--- config.mk ---
export PLATFORM = sky130hd
export DESIGN_NAME = bus_master_cycle_gen_flat
export DESIGN_NICKNAME = d
export VERILOG_FILES = /design/src/rtl/bus_master_cycle_gen_if.sv /design/src/rtl/bus_master_cycle_gen.sv /design/src/flat_wrapper.sv
export SDC_FILE = /design/constraint.sdc
export NUM_CORES = 1
export LEC_CHECK = 0
export ABC_AREA = 1
export CAP_MARGIN = 40
export CORE_MARGIN = 10
export CORE_UTILIZATION = 34
export CTS_CLUSTER_SIZE = 12
export DETAILED_ROUTE_END_ITERATION = 7
export PLACE_DENSITY = 0.74
export SLEW_MARGIN = 20
export SYNTH_ARGS = -nofsm -noshare
export SYNTH_HDL_FRONTEND = slang
export SYNTH_SLANG_ARGS = --single-unit
export TNS_END_PERCENT = 50
--- constraint.sdc ---
create_clock -name clock -period 1.95 [get_ports clock]
set_input_delay 0.2925 -clock clock [delete_from_list [all_inputs] [get_ports clock]]
set_output_delay 0.2925 -clock clock [all_outputs]
set_load 0.1 [all_outputs]
--- src/rtl/bus_master_cycle_gen_if.sv ---
// Host request and multiplexed 8088-style local bus signals seen by the cycle generator.
// The master modport is the generator; the slave modport is the host/bus side driving it.
interface bus_master_cycle_gen_if #(
  parameter int ADDR_W = 20,
  parameter int DATA_W = 8
);
  logic              req;
  logic              req_rdy;
  logic              req_we;
  logic              req_iom;
  logic [ADDR_W-1:0] req_addr;
  logic [DATA_W-1:0] req_wdata;
  logic              ALE;
  logic              rdb;
  logic              wrb;
  logic              IOM;
  logic [ADDR_W-9:0] a_hi;
  logic [DATA_W-1:0] ad_out;
  logic              ad_oe;
  logic [DATA_W-1:0] ad_in;
  logic              ready;
  logic              done;
  logic [DATA_W-1:0] rdata;
  logic              timeout;

  modport master (
    input  req, req_we, req_iom, req_addr, req_wdata, ad_in, ready,
    output req_rdy, ALE, rdb, wrb, IOM, a_hi, ad_out, ad_oe, done, rdata, timeout
  );

  modport slave (
    output req, req_we, req_iom, req_addr, req_wdata, ad_in, ready,
    input  req_rdy, ALE, rdb, wrb, IOM, a_hi, ad_out, ad_oe, done, rdata, timeout
  );
endinterface

--- src/rtl/bus_master_cycle_gen.sv ---
// Bus initiator: one host word -> T1-T2-T3-(Tw)-T4 cycle; done 3 cycles after T1 plus waits.
// Backpressure: req_rdy only in IDLE; ready stretches T3 into Tw up to MAX_WAIT, then forced T4.
module bus_master_cycle_gen #(
  parameter int ADDR_W   = 20,
  parameter int DATA_W   = 8,
  parameter int MAX_WAIT = 15
) (
  input logic                  clock,
  input logic                  reset,
  bus_master_cycle_gen_if.master bus
);

  typedef enum logic [5:0] {
    S_IDLE = 6'b000001,
    S_T1   = 6'b000010,
    S_T2   = 6'b000100,
    S_T3   = 6'b001000,
    S_TW   = 6'b010000,
    S_T4   = 6'b100000
  } state_t;

  localparam logic [7:0] MAX_WAIT_C = 8'(MAX_WAIT);

  state_t            state_q, state_d;
  logic              we_q, we_d;
  logic              iom_q, iom_d;
  logic [ADDR_W-1:0] addr_q, addr_d;
  logic [DATA_W-1:0] wdata_q, wdata_d;
  logic [7:0]        wait_cnt_q, wait_cnt_d;
  logic              to_q, to_d;
  logic [DATA_W-1:0] rdata_q, rdata_d;

  always_ff @(posedge clock) begin
    if (reset) begin
      state_q    <= S_IDLE;
      we_q       <= 1'b0;
      iom_q      <= 1'b0;
      addr_q     <= '0;
      wdata_q    <= '0;
      wait_cnt_q <= '0;
      to_q       <= 1'b0;
      rdata_q    <= '0;
    end else begin
      state_q    <= state_d;
      we_q       <= we_d;
      iom_q      <= iom_d;
      addr_q     <= addr_d;
      wdata_q    <= wdata_d;
      wait_cnt_q <= wait_cnt_d;
      to_q       <= to_d;
      rdata_q    <= rdata_d;
    end
  end

  always_comb begin
    state_d    = state_q;
    we_d       = we_q;
    iom_d      = iom_q;
    addr_d     = addr_q;
    wdata_d    = wdata_q;
    wait_cnt_d = wait_cnt_q;
    to_d       = to_q;
    rdata_d    = rdata_q;

    unique case (state_q)
      S_IDLE: begin
        to_d       = 1'b0;
        wait_cnt_d = '0;
        if (bus.req) begin
          we_d    = bus.req_we;
          iom_d   = bus.req_iom;
          addr_d  = bus.req_addr;
          wdata_d = bus.req_wdata;
          state_d = S_T1;
        end
      end
      S_T1: state_d = S_T2;
      S_T2: state_d = S_T3;
      S_T3: begin
        if (bus.ready) begin
          state_d = S_T4;
          if (!we_q) rdata_d = bus.ad_in;
        end else begin
          state_d    = S_TW;
          wait_cnt_d = 8'd1;
        end
      end
      S_TW: begin
        if (bus.ready) begin
          state_d = S_T4;
          if (!we_q) rdata_d = bus.ad_in;
        end else if (wait_cnt_q < MAX_WAIT_C) begin
          wait_cnt_d = wait_cnt_q + 8'd1;
        end else begin
          // Responder never answered: close the cycle, leave rdata untouched.
          state_d = S_T4;
          to_d    = 1'b1;
        end
      end
      S_T4:    state_d = S_IDLE;
      default: state_d = S_IDLE;
    endcase
  end

  always_comb begin
    bus.req_rdy = 1'b0;
    bus.ALE     = 1'b0;
    bus.rdb     = 1'b1;
    bus.wrb     = 1'b1;
    bus.IOM     = 1'b0;
    bus.a_hi    = '0;
    bus.ad_out  = '0;
    bus.ad_oe   = 1'b0;
    bus.done    = 1'b0;
    bus.timeout = 1'b0;
    bus.rdata   = rdata_q;

    unique case (state_q)
      S_IDLE: bus.req_rdy = 1'b1;
      S_T1: begin
        bus.ALE    = 1'b1;
        bus.ad_oe  = 1'b1;
        bus.ad_out = DATA_W'(addr_q[7:0]);
        bus.IOM    = iom_q;
        bus.a_hi   = addr_q[ADDR_W-1:8];
      end
      S_T2, S_T3, S_TW: begin
        bus.IOM  = iom_q;
        bus.a_hi = addr_q[ADDR_W-1:8];
        if (we_q) begin
          bus.ad_oe  = 1'b1;
          bus.ad_out = wdata_q;
          bus.wrb    = 1'b0;
        end else begin
          bus.rdb = 1'b0;
        end
      end
      S_T4: begin
        bus.IOM     = iom_q;
        bus.a_hi    = addr_q[ADDR_W-1:8];
        bus.done    = 1'b1;
        bus.timeout = to_q;
      end
      default: ;
    endcase
  end

endmodule
--- src/flat_wrapper.sv ---
// flat-port wrapper written by rule: the top's interface ports become plain ports
module bus_master_cycle_gen_flat 
#(
  parameter int ADDR_W   = 20,
  parameter int DATA_W   = 8,
  parameter int MAX_WAIT = 15
)
  (clock, reset, bus_req, bus_req_we, bus_req_iom, bus_req_addr, bus_req_wdata, bus_ad_in, bus_ready, bus_req_rdy, bus_ALE, bus_rdb, bus_wrb, bus_IOM, bus_a_hi, bus_ad_out, bus_ad_oe, bus_done, bus_rdata, bus_timeout);
  bus_master_cycle_gen_if #(.ADDR_W(ADDR_W), .DATA_W(DATA_W)) bus_i ();
  input logic clock;
  input logic reset;
  input wire logic [$bits(bus_i.req)-1:0] bus_req;
  input wire logic [$bits(bus_i.req_we)-1:0] bus_req_we;
  input wire logic [$bits(bus_i.req_iom)-1:0] bus_req_iom;
  input wire logic [$bits(bus_i.req_addr)-1:0] bus_req_addr;
  input wire logic [$bits(bus_i.req_wdata)-1:0] bus_req_wdata;
  input wire logic [$bits(bus_i.ad_in)-1:0] bus_ad_in;
  input wire logic [$bits(bus_i.ready)-1:0] bus_ready;
  output wire logic [$bits(bus_i.req_rdy)-1:0] bus_req_rdy;
  output wire logic [$bits(bus_i.ALE)-1:0] bus_ALE;
  output wire logic [$bits(bus_i.rdb)-1:0] bus_rdb;
  output wire logic [$bits(bus_i.wrb)-1:0] bus_wrb;
  output wire logic [$bits(bus_i.IOM)-1:0] bus_IOM;
  output wire logic [$bits(bus_i.a_hi)-1:0] bus_a_hi;
  output wire logic [$bits(bus_i.ad_out)-1:0] bus_ad_out;
  output wire logic [$bits(bus_i.ad_oe)-1:0] bus_ad_oe;
  output wire logic [$bits(bus_i.done)-1:0] bus_done;
  output wire logic [$bits(bus_i.rdata)-1:0] bus_rdata;
  output wire logic [$bits(bus_i.timeout)-1:0] bus_timeout;
  assign bus_i.req = bus_req;
  assign bus_i.req_we = bus_req_we;
  assign bus_i.req_iom = bus_req_iom;
  assign bus_i.req_addr = bus_req_addr;
  assign bus_i.req_wdata = bus_req_wdata;
  assign bus_i.ad_in = bus_ad_in;
  assign bus_i.ready = bus_ready;
  assign bus_req_rdy = bus_i.req_rdy;
  assign bus_ALE = bus_i.ALE;
  assign bus_rdb = bus_i.rdb;
  assign bus_wrb = bus_i.wrb;
  assign bus_IOM = bus_i.IOM;
  assign bus_a_hi = bus_i.a_hi;
  assign bus_ad_out = bus_i.ad_out;
  assign bus_ad_oe = bus_i.ad_oe;
  assign bus_done = bus_i.done;
  assign bus_rdata = bus_i.rdata;
  assign bus_timeout = bus_i.timeout;
  bus_master_cycle_gen #(.ADDR_W(ADDR_W), .DATA_W(DATA_W), .MAX_WAIT(MAX_WAIT)) u_core (.clock(clock), .reset(reset), .bus(bus_i));
endmodule
== Yosys cells after proc, flatten, opt, wreduce, memory -nomap -nowiden ==
Cells that the tools add are included.

* Flip-flop bits (word level): 53
* Latch bits: 0
* RAM bits: 0
* Bits in read-only memories: 0
* Input bits: 42
* Output and inout bits: 36
* Memories: 0

* Add/subtract/negate cells: 1
* Multiply operators: 0
* Divide/modulo/power cells: 0
* Order comparisons: 1
* Equal/unequal tests: 12
* Shift-type cells: 0
* Muxes and demuxes: 25
* Bitwise gates (word level): 1
* Reductions and logical operators: 10

{| class="wikitable"
|+ Operators by type and width
! kind !! count
|-
| 8-bit 2-to-1 mux || 4
|-
| 6-bit one-hot mux with 5 select lines || 1
|-
| 6-bit 2-to-1 mux || 4
|-
| 8-bit one-hot mux with 3 select lines || 1
|-
| 8-bit one-hot mux with 2 select lines || 1
|-
| 12-bit 2-to-1 mux || 1
|-
| 1-bit 2-to-1 mux || 11
|-
| 8-bit by 1-bit adder with 8-bit output (second input constant) || 1
|-
| 8-bit by 4-bit < comparator with 1-bit output (second input constant) || 1
|-
| 2-bit inequality test (second input constant) || 4
|-
| 6-bit by 1-bit == test with 1-bit output (second input constant) || 1
|-
| 6-bit by 2-bit == test with 1-bit output (second input constant) || 1
|-
| 6-bit by 3-bit == test with 1-bit output (second input constant) || 1
|-
| 6-bit by 4-bit == test with 1-bit output (second input constant) || 1
|-
| 6-bit by 5-bit == test with 1-bit output (second input constant) || 1
|-
| 6-bit == test (second input constant) || 1
|-
| 3-bit AND reduction || 2
|-
| 5-bit OR reduction || 1
|-
| 1-bit one-hot mux with 2 select lines || 2
|-
| 2-bit AND reduction || 2
|-
| 4-bit AND reduction || 1
|-
| 3-bit inequality test (second input constant) || 1
|-
| 3-bit nonzero test || 1
|-
| 3-bit OR reduction || 1
|-
| 4 further kinds || 4
|}

== Longest topological paths before layout ==
Gate-level depths: netlist (run 1).

* Depth in word-level cells: 4
* Gate-level depth with buffers: 9
* Mapped depth without buffers: 9

== Worst setup path before layout (run 1) ==
OpenSTA, ideal clock, no wires.

* Path kind: register -> output
* From: register u_core.state_q[2]
* To: output port bus_IOM
* Arrival: 3.397 ns
* Required time: 1.657 ns
* Slack: -1.740 ns
* Stages on the path, launching flop included: 6
* Buffers on the path: 0
* Cell sequence: dfxtp_1 nor2_4 nand2_1 nor2_1 nor3_4 nor2_1

* Cells in the longest elaborated chain, start to end: 3
* Elaborated cells on any way between the ends: 7
* Classes of those cells: eq/ne: 5; mux: 1; reduce/logical: 1

{| class="wikitable"
|+ Ends and longest elaborated chain
! item !! RTL line !! source
|-
| from (decl) || bus_master_cycle_gen.sv:24 || <nowiki>state_t state_q, state_d;</nowiki>
|-
| from (signal assigned) || bus_master_cycle_gen.sv:44 || <nowiki>state_q <= state_d;</nowiki>
|-
| 6-bit by 2-bit == test with 1-bit output, or another cell as far along || bus_master_cycle_gen.sv:118 || <nowiki>unique case (state_q)</nowiki>
|-
| 5-bit OR reduction (no line) (*) || -- ||
|-
| 1-bit 2-to-1 mux (*) || bus_master_cycle_gen.sv:118 ||
|-
| to (decl) || flat_wrapper.sv:23 || <nowiki>output wire logic [$bits(bus_i.IOM)-1:0] bus_IOM;</nowiki>
|}

Every way passes the cells marked *; elsewhere a longest branch is shown, timed or not.

== Worst setup path in the final report (run 1) ==
* From: register u_core.state_q[1]
* To: output port bus_a_hi[6]

* Cells in the longest elaborated chain, start to end: 3
* Elaborated cells on any way between the ends: 7
* Classes of those cells: eq/ne: 5; mux: 1; reduce/logical: 1

{| class="wikitable"
|+ Ends and longest elaborated chain
! item !! RTL line !! source
|-
| 6-bit by 2-bit == test with 1-bit output, or another cell as far along || bus_master_cycle_gen.sv:118 ||
|-
| 5-bit OR reduction (no line) (*) || -- ||
|-
| 12-bit 2-to-1 mux (*) || bus_master_cycle_gen.sv:118 ||
|-
| to (decl) || flat_wrapper.sv:24 || <nowiki>output wire logic [$bits(bus_i.a_hi)-1:0] bus_a_hi;</nowiki>
|}

Marks and branches as above.

==> results of run 1 <==
## sequential cells by signal (all words and copies together) (netlist names)
name	flops
u_core.addr_q	20
u_core.bus.rdata	8
u_core.wait_cnt_q	8
u_core.wdata_q	8
u_core.state_q	6
u_core.iom_q	1
u_core.to_q	1
u_core.we_q	1
## cell type report
cell class,instances,area (um^2),share of cell area
Timing Repair Buffer,102,1260,0.322
Sequential cell,53,1070,0.272
Tap cell,80,100,0.0255
Clock inverter,1,30.0,0.00766
Clock buffer,7,86.3,0.0220
Inverter,31,128,0.0326
Multi-Input combinational cell,219,1250,0.318
## layer usage
| metal | share of wire | global-route usage |
|---|---|---|
| met5 | 0 | 0 |
| met4 | 0.013 | 0.0428 |
| met3 | 0.057 | 0.0382 |
| met2 | 0.51 | 0.213 |
| met1 | 0.42 | 0.141 |
## Yosys cell counts
master and n:
nand2_1 58, dfxtp_1 53, nor2_1 51, o21ai_0 34, a21oi_1 29, inv_1 26
nor2_2 14, nand3_1 8, clkbuf_1 6, nand4_1 5, buf_6 4, o21ai_1 4
nand2_2 3, nor2_4 3, buf_2 2, inv_2 2, inv_4 2, nand3_2 2
nand3_4 2, clkinv_2 1, ha_1 1, nand2_4 1, nor2_8 1, nor3_1 1
nor3_4 1, nor3b_1 1
## stage by stage
stage / worst slack, ns / instances / setup TNS (ns) / instance area [um^2]
2_1_floorplan: -0.338 / 315 / -4.50 / 2490
5_1_grt: -0.266 / 493 / -4.80 / 3920
6_report: -0.176 / 493 / -2.72 / 3920
3_3_place_gp: -0.231 / 478 / -1.54 / 3680
4_1_cts: -0.208 / 493 / -3.28 / 3900
3_5_place_dp: -0.267 / 478 / -1.97 / 3680
## kinds of logic (layout without fill, tap and decap cells)
| logic type | count (synthesis) | after routing | share of synthesized area |
|---|---|---|---|
| AO/OA/AOI/OAI | 67 | 67 | 0.143 |
| adder cells (fa/ha/maj) | 1 | 1 | 0.00534 |
| buffers and inverters | 43 | 141 | 0.0854 |
| flip-flops | 53 | 53 | 0.453 |
| AND/OR/NAND/NOR | 151 | 151 | 0.314 |
## critical path, stage by stage (launching register included)
cell,delay (ns)
dfxtp_2,0.34
nor2_4,0.17
buf_6,0.13
nand3_4,0.08
nand2_4,0.10
nor2_8,0.04
inv_4,0.06
nor3_4,0.04
buf_12,0.13
buf_4,0.15
nor2_4,0.10
buf_12,0.18
## timing repair
| action | 4_1_cts | 5_1_grt |
|---|---|---|
| setup endpoints to repair | 24 | 24 |
| setup buffers | 8 | 1 |
| pin swaps | 7 | 4 |
| resized for setup | 11 | 4 |
## worst paths after layout
kind | endpoint | slack, ns | depth (start not counted)
max | bus_a_hi[6] | -0.18 | 11
min | u_core.wait_cnt_q[6]$_SDFFE_PP0P_ | 0.44 | 2
max reg2reg | u_core.wait_cnt_q[2]$_SDFFE_PP0P_ | 0.34 | 10
min reg2reg | u_core.wait_cnt_q[6]$_SDFFE_PP0P_ | 0.44 | 2
## power groups by stage
stage	combinational [mW]	sequential [mW]	clock (mW)
5_1_grt	0.565	1.21	0.812
3_3_place_gp	0.490	1.22	0
6_report	0.520	1.19	0.762
4_1_cts	0.524	1.19	0.783
3_5_place_dp	0.501	1.22	0
2_1_floorplan	0.324	1.21	0
==> results.ini, run 1 <==
[outcome]
outcome = complete, but fails checks
violations = negative setup slack

[pwr]
irDropWorstVdd_v = 0.000400
power_mw = 2.48
p_seq_frac = 0.482
p_sw_uw = 686
p_per_area_mw_per_mm2 = 632
p_sw_frac = 0.277
total_leakage_power_nw = 1.56
clockPowerShare = 0.308
power.internal_mw = 1.79
power.share.combinational = 0.210

[grt]
grt_first_pass_wirelength_mm = 10.7
track_usage = 0.123
antenna_found_initial = 0
grt.overflow.total = 0
grt_pass1_vias = 2317
grt_start_max_net_pins = 46

[detailed_routing]
detail_route.wl_per_cell_um = 13.2
drt_pass1_iterations = 4
vias = 2303
via_per_inst = 4.67
postRouteAntennaNets = 0
drt-initial-drc-count = 97
routed_wl_mm = 6.52
drcViolationCount = 0

[synth]
synth_area_leaders = dfxtp_1 45%, nand2_1 9.3%, nor2_1 8.2%
syn_nets = 358
ys_ff_latch = 53
postSynthCellCount = 315
synth_area_per_cell_um2 = 7.44
ys_seq_area_frac = 0.453
yosys_warnings = 0
synth_area_mm2 = 0.00234
ys_types = 26
yosysTopAreaCellShare = 0.453
synth.largest_area_cell = dfxtp_1

[placement]
place_congestion = 0.847
port_buffers = 77
place_hpwl_mm = 4.94

[setup_path]
critPathLaunchType = register
critPathRequiredTime_ns = 1.66
worstPathArrival_ns = 1.83
path_class = register to output pin
cp_max_fo = 5
r2r-start = u_core.state_q[3]$_SDFFE_PP0P_
critPathLaunch = u_core.state_q[1]$_SDFFE_PP0P_
endpoint_kind = output pin

[finish]
n_fill_cell = 621
drive_gt1_frac = 0.298
layout_common_cells = 53 x nand2_1, 49 x dfxtp_1, 46 x nor2_1, 41 x clkdlybuf4s50_1, 30 x buf_12
mostFrequentLayoutCell = nand2_1
n_antenna_cell = 0
syn2layout_area_growth_pct = 67.1
final_util = 0.580
nets = 455

[timing]
rsz0062_at_grt = true
setup_slack_ns = -0.176
fmax_mhz = 470
slew_headroom = 0.713
hold_ws_ns = 0.442
finalClockSkew_ns = 0.00975
finalHoldViolCount = 0
timing.final.crit_share = 1.09
worst_pin_slew_ns = 0.430
period_minus_slack_ns = 2.13
finalSetupViolations = 22
finalMaxSlewViolations = 0

[clock_network]
cts-buffers-inserted = 5
htree_levels = 2
cts_root_buffer = clkbuf_8
holdBufCountCts = 0
clkTransAtPathRegs_ns = 0.10
clock-sinks = 53
cts_buffer_depth = 2
cts_tree = built
clkLatencyLatePin_ns = 0.30

[worst_hold_path]
worstHoldStart = u_core.wait_cnt_q[6]$_SDFFE_PP0P_
min_path_type = register to register

[flow_run]
maxCapViolCount = 0

[floorplanning]
coreArea_mm2 = 0.00676
rows = 30
initial_core_util = 0.347
die_h_um = 103
io_pins = 78
die_w_um = 103
die_area_mm2 = 0.0106

(Power assumes the default switching activity.)
==> run 2, diff against run 1 <==
--- a/config.mk
+++ b/config.mk
@@ -11,7 +11,8 @@
 export CORE_UTILIZATION = 34
 export CTS_CLUSTER_SIZE = 12
 export DETAILED_ROUTE_END_ITERATION = 7
-export PLACE_DENSITY = 0.74
+export DONT_BUFFER_PORTS = 1
+export PLACE_DENSITY = 0.6
 export SLEW_MARGIN = 20
 export SYNTH_ARGS = -nofsm -noshare
 export SYNTH_HDL_FRONTEND = slang
==> run 2 against run 1 <==
First-iteration DRC count is 31% lower. Register-to-register slack hardly changed. Setup slack gained 0.0092 ns. The run still ends with negative setup slack left.
==> results.ini, run 2 (same netlist as run 1, synthesis figures left out) <==
[setup_path]
worstPathArrival_ns = 1.82
cp_max_fo = 6
path_class = register to output pin
critPathLaunchType = register
critPathRequiredTime_ns = 1.66
endpoint_kind = output pin

[timing]
finalClockSkew_ns = 0.00585
worst_pin_slew_ns = 0.520
hold_ws_ns = 0.0454
period_minus_slack_ns = 2.12
finalSetupViolations = 22
setup_slack_ns = -0.166
finalMaxSlewViolations = 0
finalHoldViolCount = 0
rsz0062_at_grt = true
timing.final.crit_share = 1.09
slew_headroom = 0.653
fmax_mhz = 472

[detailed_routing]
drt-initial-drc-count = 67
detail_route.wl_per_cell_um = 14.3
routed_wl_mm = 6.45
drt_pass1_iterations = 4
postRouteAntennaNets = 0
drcViolationCount = 0
via_per_inst = 4.85
vias = 2186

[placement]
place_hpwl_mm = 4.69
placed_cells = 435
port_buffers = 0
place_congestion = 0.763

[finish]
mostFrequentLayoutCell = nand2_1
n_antenna_cell = 0
nets = 413
multiInputGateArea_mm2 = 0.00125
syn2layout_area_growth_pct = 47.6
layout_common_cells = 53 x nand2_1, 47 x dfxtp_1, 46 x nor2_1, 29 x a21oi_1, 29 x buf_12
drive_gt1_frac = 0.334
largest_reg_flops = 20
stdcell_count = 451
top_register = u_core.addr_q
seq_area_mm2 = 0.00107
n_fill_cell = 659

[floorplanning]
initial_core_util = 0.347
coreArea_mm2 = 0.00676
die_area_mm2 = 0.0106
io_pins = 78
die_w_um = 103
die_h_um = 103
rows = 30

[clock_network]
cts_root_buffer = clkbuf_8
htree_levels = 2
cts_tree = built
clock-sinks = 53
cts_buffer_depth = 2
cts-buffers-inserted = 5
clkTransAtPathRegs_ns = 0.09
clkLatencyLatePin_ns = 0.30
holdBufCountCts = 0

[flow_run]
maxCapViolCount = 0

[worst_hold_path]
min_path_type = primary input to register

[grt]
grt_start_max_net_pins = 46
grt.overflow.total = 0
track_usage = 0.124
antenna_found_initial = 0
grt_first_pass_wirelength_mm = 10.3
grt_pass1_vias = 2131

[pwr]
p_per_area_mw_per_mm2 = 636
irDropWorstVdd_v = 0.000439
total_leakage_power_nw = 1.38

[outcome]
outcome = complete, but fails checks
violations = negative setup slack

==> run 2: changes by cell type in the layout (fill, tap and decap cells not counted), sizes merged <==
cell,change
bufinv,-1
clkinv,+1
inv,-1
clkinvlp,+1
clkdlybuf4s50,-41
buf,-1
==> run 2: worst paths after layout <==
check	startpoint	end	slack, ns	cells past startpoint
setup / recovery	u_core.state_q[3]$_SDFFE_PP0P_	bus_a_hi[2]	-0.17	11
hold / removal	reset	u_core.state_q[4]$_SDFFE_PP0P_	0.05	1
setup reg to reg	u_core.state_q[3]$_SDFFE_PP0P_	u_core.addr_q[13]$_SDFFE_PP0P_	0.33	8
hold reg to reg	u_core.wait_cnt_q[6]$_SDFFE_PP0P_	u_core.wait_cnt_q[6]$_SDFFE_PP0P_	0.44	2
==> run 2: final cells by class <==
| cell class | count | share of cell area |
|---|---|---|
| timing repair buffer | 60 | 0.239 |
| tap | 80 | 0.0289 |
| inverter | 31 | 0.0369 |
| clock inverter | 1 | 0.00217 |
| clock buffer | 7 | 0.0221 |
| multi-input combinational | 219 | 0.361 |
| sequential | 53 | 0.309 |
==> run 2: stage by stage <==
step                 util  instance area, um^2  total power, mW  setup TNS (ns)  setup WS [ns]
CTS                 0.501                 3380             2.24           -3.03         -0.183
floorplan               -                 2490             1.53           -4.50         -0.338
global route        0.512                 3460             2.33           -4.53         -0.263
detailed placement  0.474                 3200             1.62           -2.08         -0.262
global placement    0.474                 3200             1.61           -1.67         -0.224
finish              0.512                 3460             2.20           -2.37         -0.166
==> run 2: where the power goes <==
group          internal [mW]  switching (mW)  total, mW  leakage [nW]
logic                  0.127           0.284      0.412         0.910
clock network          0.255           0.336      0.591        0.0385
registers               1.16          0.0421       1.20         0.437
==> run 2: metal layers <==
layer  wire length [um]  share of wire  vias to the layer above  track usage
met5                  0              0                        -            0
met1               2620           0.41                     1001        0.142
li1                   -              -                     1116            -
met4                 93          0.014                        0       0.0578
met2               3220           0.50                       63        0.205
met3                517          0.080                        6       0.0422
==> run 2: critical path, stage by stage, from the launching register on <==
cell and delay, ns:
dfxtp_2 0.37, nor2_4 0.06, buf_12 0.12, nand3_4 0.08, nand2_4 0.07, nor2_8 0.10
inv_4 0.05, nor3_4 0.19, buf_12 0.14, buf_12 0.13, nor2_4 0.05, buf_12 0.16
==> run 2: what timing repair did <==
| action | CTS | global route |
|---|---|---|
| cloned | 0 | 0 |
| pin swaps | 5 | 9 |
| resized for setup | 11 | 14 |
| endpoints found under the setup margin | 26 | 26 |
| buffers inserted | 5 | 4 |
==> run 3, diff against run 2 <==
--- a/config.mk
+++ b/config.mk
@@ -6,7 +6,6 @@
 export NUM_CORES = 1
 export LEC_CHECK = 0
 export ABC_AREA = 1
-export CAP_MARGIN = 40
 export CORE_MARGIN = 10
 export CORE_UTILIZATION = 34
 export CTS_CLUSTER_SIZE = 12
==> results of run 3 <==
Same layout as run 2: the final DEF is identical, and so are final timing and power.
